[src/rtl/vif_rx_sink_if.sv]
// Byte stream valid/data/ready handshake shared by the sender and vif_rx_sink.
interface my_if;
    logic [7:0] data;
    logic       valid;
    logic       ready;

    modport AccessOut (input data, input valid, output ready);
    modport AccessIn  (output data, output valid, input ready);
endinterface

[src/rtl/vif_rx_sink.sv]
// Handshake receiver: buffers accepted bytes in a small FIFO, re-presents them on a
// downstream valid/ready port, and tracks an XOR checksum and an accept counter.
module vif_rx_sink #(
    parameter int unsigned DEPTH = 4,
    parameter int unsigned CNT_W = 16
) (
    input  logic                       clk,
    input  logic                       rst,
    my_if.AccessOut                    rx_if,
    input  logic                       flush,
    output logic                       out_valid,
    output logic [7:0]                 out_data,
    input  logic                       out_ready,
    output logic [$clog2(DEPTH):0]     fill_level,
    output logic [1:0]                 state,
    output logic [7:0]                 rx_checksum,
    output logic [CNT_W-1:0]           rx_count
);

    localparam int unsigned AW = $clog2(DEPTH);
    localparam int unsigned FW = AW + 1;

    typedef enum logic [1:0] {
        EMPTY  = 2'd0,
        ACTIVE = 2'd1,
        FULL   = 2'd2
    } state_t;

    state_t           st;
    logic [7:0]       mem [DEPTH];
    logic [AW-1:0]    wr_ptr;
    logic [AW-1:0]    rd_ptr;
    logic [FW-1:0]    fill;
    logic [FW-1:0]    fill_nx;
    logic             out_valid_q;
    logic [7:0]       cs;
    logic [CNT_W-1:0] cnt;
    logic             push;
    logic             pop;

    assign rx_if.ready = !rst && !flush && (st != FULL);
    assign push        = rx_if.valid && rx_if.ready;
    assign pop         = out_valid_q && out_ready && !flush;
    assign fill_nx     = fill + FW'(push) - FW'(pop);

    always_ff @(posedge clk) begin
        if (push)
            mem[wr_ptr] <= rx_if.data;
    end

    always_ff @(posedge clk) begin
        if (rst) begin
            wr_ptr      <= '0;
            rd_ptr      <= '0;
            fill        <= '0;
            st          <= EMPTY;
            out_valid_q <= 1'b0;
            cs          <= '0;
            cnt         <= '0;
        end else if (flush) begin
            // Flush discards buffered bytes and the checksum but keeps the lifetime count.
            wr_ptr      <= '0;
            rd_ptr      <= '0;
            fill        <= '0;
            st          <= EMPTY;
            out_valid_q <= 1'b0;
            cs          <= '0;
        end else begin
            if (push) begin
                wr_ptr <= wr_ptr + AW'(1);
                cs     <= cs ^ rx_if.data;
                cnt    <= cnt + CNT_W'(1);
            end
            if (pop)
                rd_ptr <= rd_ptr + AW'(1);
            fill        <= fill_nx;
            out_valid_q <= (fill_nx != '0);
            if (fill_nx == '0)
                st <= EMPTY;
            else if (fill_nx == FW'(DEPTH))
                st <= FULL;
            else
                st <= ACTIVE;
        end
    end

    assign out_valid   = out_valid_q;
    assign out_data    = out_valid_q ? mem[rd_ptr] : '0;
    assign fill_level  = fill;
    assign state       = st;
    assign rx_checksum = cs;
    assign rx_count    = cnt;

endmodule

[src/flat_wrapper.sv]
// flat-port wrapper written by rule: the top's interface ports become plain ports
module vif_rx_sink_flat 
#(
    parameter int unsigned DEPTH = 4,
    parameter int unsigned CNT_W = 16
)
  (clk, rst, flush, out_valid, out_data, out_ready, fill_level, state, rx_checksum, rx_count, rx_if_data, rx_if_valid, rx_if_ready);
  my_if rx_if_i ();
  input  logic clk;
  input  logic rst;
  input  logic flush;
  output logic out_valid;
  output logic [7:0] out_data;
  input  logic out_ready;
  output logic [$clog2(DEPTH):0] fill_level;
  output logic [1:0] state;
  output logic [7:0] rx_checksum;
  output logic [CNT_W-1:0] rx_count;
  input wire logic [$bits(rx_if_i.data)-1:0] rx_if_data;
  input wire logic [$bits(rx_if_i.valid)-1:0] rx_if_valid;
  output wire logic [$bits(rx_if_i.ready)-1:0] rx_if_ready;
  assign rx_if_i.data = rx_if_data;
  assign rx_if_i.valid = rx_if_valid;
  assign rx_if_ready = rx_if_i.ready;
  vif_rx_sink #(.DEPTH(DEPTH), .CNT_W(CNT_W)) u_core (.clk(clk), .rst(rst), .rx_if(rx_if_i), .flush(flush), .out_valid(out_valid), .out_data(out_data), .out_ready(out_ready), .fill_level(fill_level), .state(state), .rx_checksum(rx_checksum), .rx_count(rx_count));
endmodule
[config.mk]
export PLATFORM = sky130hd
export DESIGN_NAME = vif_rx_sink_flat
export DESIGN_NICKNAME = d
export VERILOG_FILES = /design/src/rtl/vif_rx_sink_if.sv /design/src/rtl/vif_rx_sink.sv /design/src/flat_wrapper.sv
export SDC_FILE = /design/constraint.sdc
export NUM_CORES = 1
export LEC_CHECK = 0
export ABC_AREA = 0
export CAP_MARGIN = 40
export CORE_ASPECT_RATIO = 0.9
export CORE_MARGIN = 2
export CORE_UTILIZATION = 50
export DETAILED_ROUTE_END_ITERATION = 8
export MAX_ROUTING_LAYER = met4
export PLACE_DENSITY = 0.87
export SETUP_SLACK_MARGIN = 0.5
export SLEW_MARGIN = 20
export SYNTH_ARGS = -nofsm -noshare
export SYNTH_HDL_FRONTEND = slang
export SYNTH_SLANG_ARGS = --single-unit
[constraint.sdc]
create_clock -name clk -period 2.8 [get_ports clk]
set_input_delay 0.84 -clock clk [delete_from_list [all_inputs] [get_ports clk]]
set_output_delay 0.84 -clock clk [all_outputs]
set_load 0.02 [all_outputs]
==> flow_summary_export.csv, run 1 <==
group,metric,value,unit
outcome,status,"complete, no violations",
global_route,grt_pass1_wl,10000,microns
floorplan,pin_count,52,
worst_setup_path,worstSetupEndpointType,"output port",
floorplan,core_region_area,0.00535,sq mm
place,place_area,0.00353,sq mm
worst_hold_path,hold_start,"u_core.rx_checksum[1]$_SDFFE_PP0P_",
worst_setup_path,worstRegToRegCells,8,
worst_setup_path,crit_type,"reg -> out",
synth,synth.ff_latch_count,68,
clock_network,cts.path.max_buffers,2,
timing,fin_setup_tns,0,ns
synth,synthesized_area_fraction_occupied_by_ao_oa_aoi_and_oai_cells,0.0341,
global_route,initial_antenna_violation_count,0,
synth,synth_top_cell_by_area,"edfxtp_1",
place,hpwlAfterDp,3920,microns
route,drt_first_iter_violations,84,
synth,yosys_most_used_dff,"dfxtp_1",
synth,synth_seq_area_share,0.596,
synth,syn-instance-count,225,
floorplan,initial_utilization,0.528,
worst_setup_path,rr_startpoint,"u_core.out_valid$_SDFF_PP0_",
layout,filler_cell_count,361,
worst_setup_path,maximum_fanout_along_the_worst_path,8,
worst_setup_path,cp-start-kind,"flop",
timing,finalClockSkew,0.00581,ns
timing,min_period_over_period,0.881,
global_route,grt_max_degree,20,
worst_setup_path,critPathRequiredTime,1.96,ns
timing,setup_repair_after_global_routing_missed_its_margin,"true",
route,detail_route.wl_per_cell,16.9,microns
global_route,vias_in_the_first_global_route,1974,
synth,combinational_family_with_the_most_area_after_synthesis,"simple AND/OR/NAND/NOR gates",
worst_hold_path,hold_path.class,"reg -> reg",
layout,fin_cells,363,
worst_hold_path,holdPathStages,2,
layout,layout-drive-gt1-share,0.247,
clock_network,numClockSinks,68,
floorplan,die-width,83.2,microns
timing,achievable-frequency,406,MHz
synth,synth_xor_area_frac,0.0590,
layout,area_growth,37.1,%
route,routed_wl,6120,microns
synth,yosysTopAreaCellShare,0.340,
timing,finalHoldViolations,0,
timing,period_minus_slack,2.47,ns
floorplan,design.die.area,0.00626,sq mm
run,max_cap_viol_count,0,
floorplan,std_cell_rows,25,
synth,synth_commonest_cells,"dfxtp_1 (36), edfxtp_1 (32), nor2_1 (23)",
layout,final_net_count,312,
global_route,grtUsageTotal,0.221,
synth,post_synth_main_area_contributors,"edfxtp_1 (34%), dfxtp_1 (26%), mux4_2 (6.4%), xor2_1 (4.0%), and2_1 (3.3%)",
power_and_ir_drop,leakage_component_of_the_power,0.00142,uW
synth,post_synth_num_cell_types,35,
synth,synth_enable_flop_cells,32,
place,gp_routability_congestion,0.777,
clock_network,tritoncts.num_buffers,9,
clock_network,clk_pin_slew_worst_paths,0.07,ns
route,post-route-drc-count,0,
route,detailedRoute.firstPassIterationCount,4,
layout,area.sequential,0.00168,sq mm
synth,synth_nets,246,
synth,synth_most_common_cell,"dfxtp_1",
layout,multi_input_area,0.00114,sq mm
timing,drv_slew,0,
layout,antenna_cells_inserted,0,
timing,worst-slew-pin-transition,0.593,ns
synth,synthArstFlopShare,0,
floorplan,dieHeight,75.3,microns
worst_setup_path,critical_path_arrival,1.63,ns
layout,final_cell_area,0.00387,sq mm
clock_network,htreeDepth,3,
power_and_ir_drop,vdd_drop_max,0.287,mV
synth,synthSimpleGateAreaFrac,0.169,
synth,syn_area,0.00282,sq mm
route,antenna_left,0,
worst_hold_path,min_delay_worst_endpoint,"u_core.rx_checksum[1]$_SDFFE_PP0P_",
synth,synth.area.mux_share,0.0754,
timing,timing.max_slew.rel_slack,0.605,
power_and_ir_drop,power.density_cell_area,530,mW/mm^2
clock_network,tritoncts_clock_tree,"yes",
route,drt-vias-per-instance,5.39,
place,numPlacedInstances,345,
synth,synth_fa_ha_area_frac,0.0381,
route,via_count,1956,
clock_network,clkLatencyLatePin,0.33,ns
worst_setup_path,reg2reg_to,"u_core.out_valid$_SDFF_PP0_",
clock_network,ctsRootBufferMaster,"clkbuf_8",
synth,synth_warnings,0,
synth,synth.avg_cell_area,12.5,sq um
place,placement.io_buffers,51,
global_route,grt_overflow_total,0,
worst_setup_path,ff2ff_setup_slack,0.65,ns
timing,setup_viol_count_final,0,
==> metrics by stage <==
step	utilization	hold slack (ns)	setup WS [ns]	total power [uW]
6_report	0.724	0.517	0.334	2050
5_1_grt	0.724	0.554	0.271	2120
4_1_cts	0.714	0.525	0.309	2060
3_5_place_dp	0.661	0.505	-0.286	1190
3_3_place_gp	0.661	0.489	-0.251	1190
2_1_floorplan	-	0.485	0.378	1130
==> routing by layer <==
metal | vias up | track usage | share of wire
met2 | 68 | 0.366 | 0.51
met3 | 6 | 0.0636 | 0.048
met4 | 0 | 0.0801 | 0.013
met1 | 939 | 0.262 | 0.43
li1 | 943 | - | -
met5 | - | - | 0
==> worst max path at each step <==
stage | from | end | slack (ns) | depth (start not counted)
3_5_place_dp | flush | u_core.out_valid$_SDFF_PP0_ | -0.29 | 9
4_1_cts | flop | out_data[2] | 0.31 | 4
6_report | flop | out_data[2] | 0.33 | 4
5_1_grt | flop | out_data[2] | 0.27 | 4
3_3_place_gp | flush | rx_if_ready | -0.25 | 4
2_1_floorplan | flush | u_core.state[0]$_SDFF_PP0_ | 0.38 | 7
==> cell families (layout without fill, tap and decap cells) <==
kind of cell               Yosys count  count (layout)
AOI/OAI and AO/OA                   16              16
xor gates and xnor gates            19              19
adders and majority gates            8               8
buffers and inverters               20              91
DFF                                 68              68
muxes                               11              11
and+or+nand+nor                     83              83
==> power by group <==
group          total [uW]  internal, uW  switching [uW]
sequential           1060          1050            7.57
combinational         127          63.0            64.5
clock                 866           520             346
==> what timing repair did <==
item / in CTS / in global routing
gates resized for setup: 81 / 14
gates cloned: 0 / 0
setup endpoints to repair: 47 / 16
hold buffers: 0 / 0
buffers inserted: 1 / 1
pin swaps: 5 / 7
==> layout by cell type, fill, tap and decap left out, drive strengths merged, types with 2 or more instances in the layout <==
| master | netlist | routed |
|---|---|---|
| mux2 | 2 | 2 |
| ha | 7 | 7 |
| and2 | 15 | 15 |
| or2 | 2 | 2 |
| buf | 4 | 26 |
| mux4 | 8 | 8 |
| xor2 | 13 | 13 |
| a21oi | 7 | 7 |
| dlymetal6s2s | 0 | 3 |
| inv | 9 | 9 |
| clkbuf | 7 | 12 |
| clkinv | 0 | 2 |
| or4 | 2 | 2 |
| nand4 | 16 | 16 |
| xnor2 | 6 | 6 |
| bufinv | 0 | 2 |
| and3 | 5 | 5 |
| o31ai | 3 | 3 |
| o21ai | 4 | 4 |
| clkdlybuf4s50 | 0 | 35 |
| nor2b | 2 | 2 |
| nand2 | 3 | 3 |
| nand3 | 3 | 3 |
| nor2 | 24 | 24 |
| edfxtp | 32 | 32 |
| nor4 | 3 | 3 |
| dfxtp | 36 | 36 |
| or3 | 4 | 4 |
==> worst max-delay path, cell delays in order, from the launching register on <==
cell and delay [ns]:
dfxtp_2 0.34, buf_12 0.14, mux4_2 0.52, and2_4 0.18, buf_6 0.12
==> registers in the layout (all words and copies together) (netlist names), named ones only <==
signal	cells
u_core.rd_ptr	2
u_core.mem	32
u_core.fill_level	3
u_core.out_valid	1
u_core.state	2
u_core.rx_checksum	8
u_core.rx_count	16
u_core.wr_ptr	2
==> cell type report <==
class,count,share of cell area
Clock buffer,11,0.0365
Clock inverter,5,0.0194
Inverter,9,0.00938
Multi-Input combinational cell,137,0.296
Sequential cell,68,0.435
Tap cell,67,0.0217
Timing Repair Buffer,66,0.182
Note: power is estimated with default switching activity, not from simulation.
==> inputs of run 2 (changes only) <==
Settings changed: CTS_BUF_LIST set to sky130_fd_sc_hd__clkbuf_4 sky130_fd_sc_hd__clkbuf_8.
==> run 2 against run 1 <==
  * Combinational power hardly changed
  * Clock power is 1% higher
  * Die area stayed put
  * Via count is 0.15% lower
  * Critical path type unchanged
==> flow_summary_export.csv, run 2 (synthesized netlist as in run 1, its figures left out) <==
group,metric,value,unit
worst_setup_path,critical_path_arrival,1.63,ns
power_and_ir_drop,seq_power_share,0.513,
route,antenna_left,0,
floorplan,std_cell_rows,25,
worst_setup_path,critPathRequiredTime,1.96,ns
power_and_ir_drop,netSwitchingFraction,0.203,
global_route,grt_overflow_total,0,
global_route,grt_pass1_wl,10000,microns
floorplan,die-width,83.2,microns
worst_hold_path,hold_path.class,"reg -> reg",
worst_setup_path,worstRegToRegCells,8,
route,detail_route.wl_per_cell,17.0,microns
layout,antenna_cells_inserted,0,
floorplan,design.die.area,0.00626,sq mm
worst_setup_path,worstSetupEndpointType,"output port",
power_and_ir_drop,power.density_cell_area,532,mW/mm^2
worst_setup_path,crit_type,"reg -> out",
global_route,grt_max_degree,20,
power_and_ir_drop,p_clk_frac,0.425,
timing,timing.max_slew.rel_slack,0.599,
outcome,status,"complete, no violations",
power_and_ir_drop,vdd_drop_max,0.286,mV
route,drt-vias-per-instance,5.38,
place,hpwlAfterDp,3920,microns
layout,area_growth,37.2,%
power_and_ir_drop,leakage_component_of_the_power,0.00143,uW
global_route,initial_antenna_violation_count,0,
clock_network,cts.path.max_buffers,2,
clock_network,tritoncts.num_buffers,9,
timing,min_period_over_period,0.881,
floorplan,dieHeight,75.3,microns
power_and_ir_drop,power.switching,419,uW
worst_setup_path,maximum_fanout_along_the_worst_path,8,
power_and_ir_drop,p_comb_frac,0.062,
global_route,vias_in_the_first_global_route,1985,
layout,final_cell_area,0.00387,sq mm
layout,layout.cells.most_common_list,"clkdlybuf4s50_1 (35), dfxtp_1 (34), edfxtp_1 (32)",
timing,period_minus_slack,2.47,ns
timing,setup_repair_after_global_routing_missed_its_margin,"true",
worst_setup_path,endpoint_of_the_most_critical_setup_path,"out_data[2]",
clock_network,clkLatencyLatePin,0.33,ns
layout,multi_input_area,0.00114,sq mm
floorplan,pin_count,52,
timing,finalHoldViolations,0,
timing,worst-slew-pin-transition,0.601,ns
worst_setup_path,rr_startpoint,"u_core.out_valid$_SDFF_PP0_",
route,detailedRoute.firstPassIterationCount,4,
floorplan,core_region_area,0.00535,sq mm
layout,final_net_count,312,
worst_setup_path,cp-start-kind,"flop",
layout,utilization,0.724,
timing,finalClockSkew,0.00565,ns
route,via_count,1953,
place,placement.io_buffers,51,
clock_network,htreeDepth,3,
timing,setup_viol_count_final,0,
layout,filler_cell_count,361,
clock_network,cts_hold_buffers,0,
layout,layout-drive-gt1-share,0.250,
worst_setup_path,reg2reg_to,"u_core.out_valid$_SDFF_PP0_",
timing,worst_hold_slack,0.517,ns
clock_network,ctsRootBufferMaster,"clkbuf_8",
clock_network,clk_pin_slew_worst_paths,0.07,ns
timing,drv_slew,0,
run,max_cap_viol_count,0,
clock_network,tritoncts_clock_tree,"yes",
power_and_ir_drop,intPower,1640,uW
floorplan,initial_utilization,0.528,
place,place_area,0.00353,sq mm
worst_hold_path,hold_start,"u_core.rx_checksum[1]$_SDFFE_PP0P_",
layout,area.sequential,0.00168,sq mm
route,drt_first_iter_violations,81,
place,gp_routability_congestion,0.777,
layout,most_common_library_cell_in_the_layout_ignoring_fill_and_taps,"clkdlybuf4s50_1",
timing,fin_setup_tns,0,ns
route,routed_wl,6160,microns
global_route,grtUsageTotal,0.220,
route,post-route-drc-count,0,
layout,largest_register_ff_count,32,
clock_network,numClockSinks,68,
worst_setup_path,ff2ff_setup_slack,0.65,ns
layout,max_flop_register,"u_core.mem",
timing,achievable-frequency,405,MHz
[run 2: layout make-up]
type,instances,share of cell area
sequential,68,0.435
multi-input combinational,137,0.296
timing repair buffer,66,0.182
clock buffer,11,0.0375
tap,67,0.0216
clock inverter,5,0.0194
inverter,9,0.00937
[run 2: worst min-delay path by stage]
stage | depth (start not counted) | endpoint | slack (ns)
after floorplan | 2 | flop | 0.48
after global placement | 2 | u_core.rx_count[14]$_SDFFE_PP0P_ | 0.49
after detailed placement | 2 | u_core.rx_checksum[1]$_SDFFE_PP0P_ | 0.50
after CTS | 2 | u_core.rx_checksum[1]$_SDFFE_PP0P_ | 0.52
after global routing | 2 | u_core.rx_checksum[7]$_SDFFE_PP0P_ | 0.55
final | 2 | u_core.rx_checksum[1]$_SDFFE_PP0P_ | 0.52
[run 2: layer usage]
layer,part of all wire,wire length (microns),global-route usage
met1,0.43,2640,0.262
met2,0.51,3110,0.366
met3,0.048,295,0.0504
met5,0,0,-
met4,0.018,110,0.0965
[run 2: repair_timing]
item,in CTS,in global routing
buffers inserted,1,1
setup endpoints to repair,47,16
pin swaps,5,7
gates cloned,0,0
gates resized for setup,81,14
[run 2: power by group through the flow]
stage	clock, uW	combinational, uW	sequential, uW
after floorplan	0	47.5	1080
after global placement	0	109	1080
after detailed placement	0	112	1080
after CTS	888	121	1060
after global routing	933	136	1060
final	876	128	1060
[run 2: critical path, stage by stage (launching register included)]
cell and delay (ns):
dfxtp_2 0.34, buf_12 0.14, mux4_2 0.52, and2_4 0.18, buf_6 0.12
[run 2: stage by stage]
step | std cells | setup WS [ns] | total power (uW)
2_1_floorplan | 225 | 0.378 | 1130
3_3_place_gp | 345 | -0.251 | 1190
3_5_place_dp | 345 | -0.286 | 1190
4_1_cts | 362 | 0.311 | 2070
5_1_grt | 363 | 0.276 | 2130
6_report | 363 | 0.333 | 2060
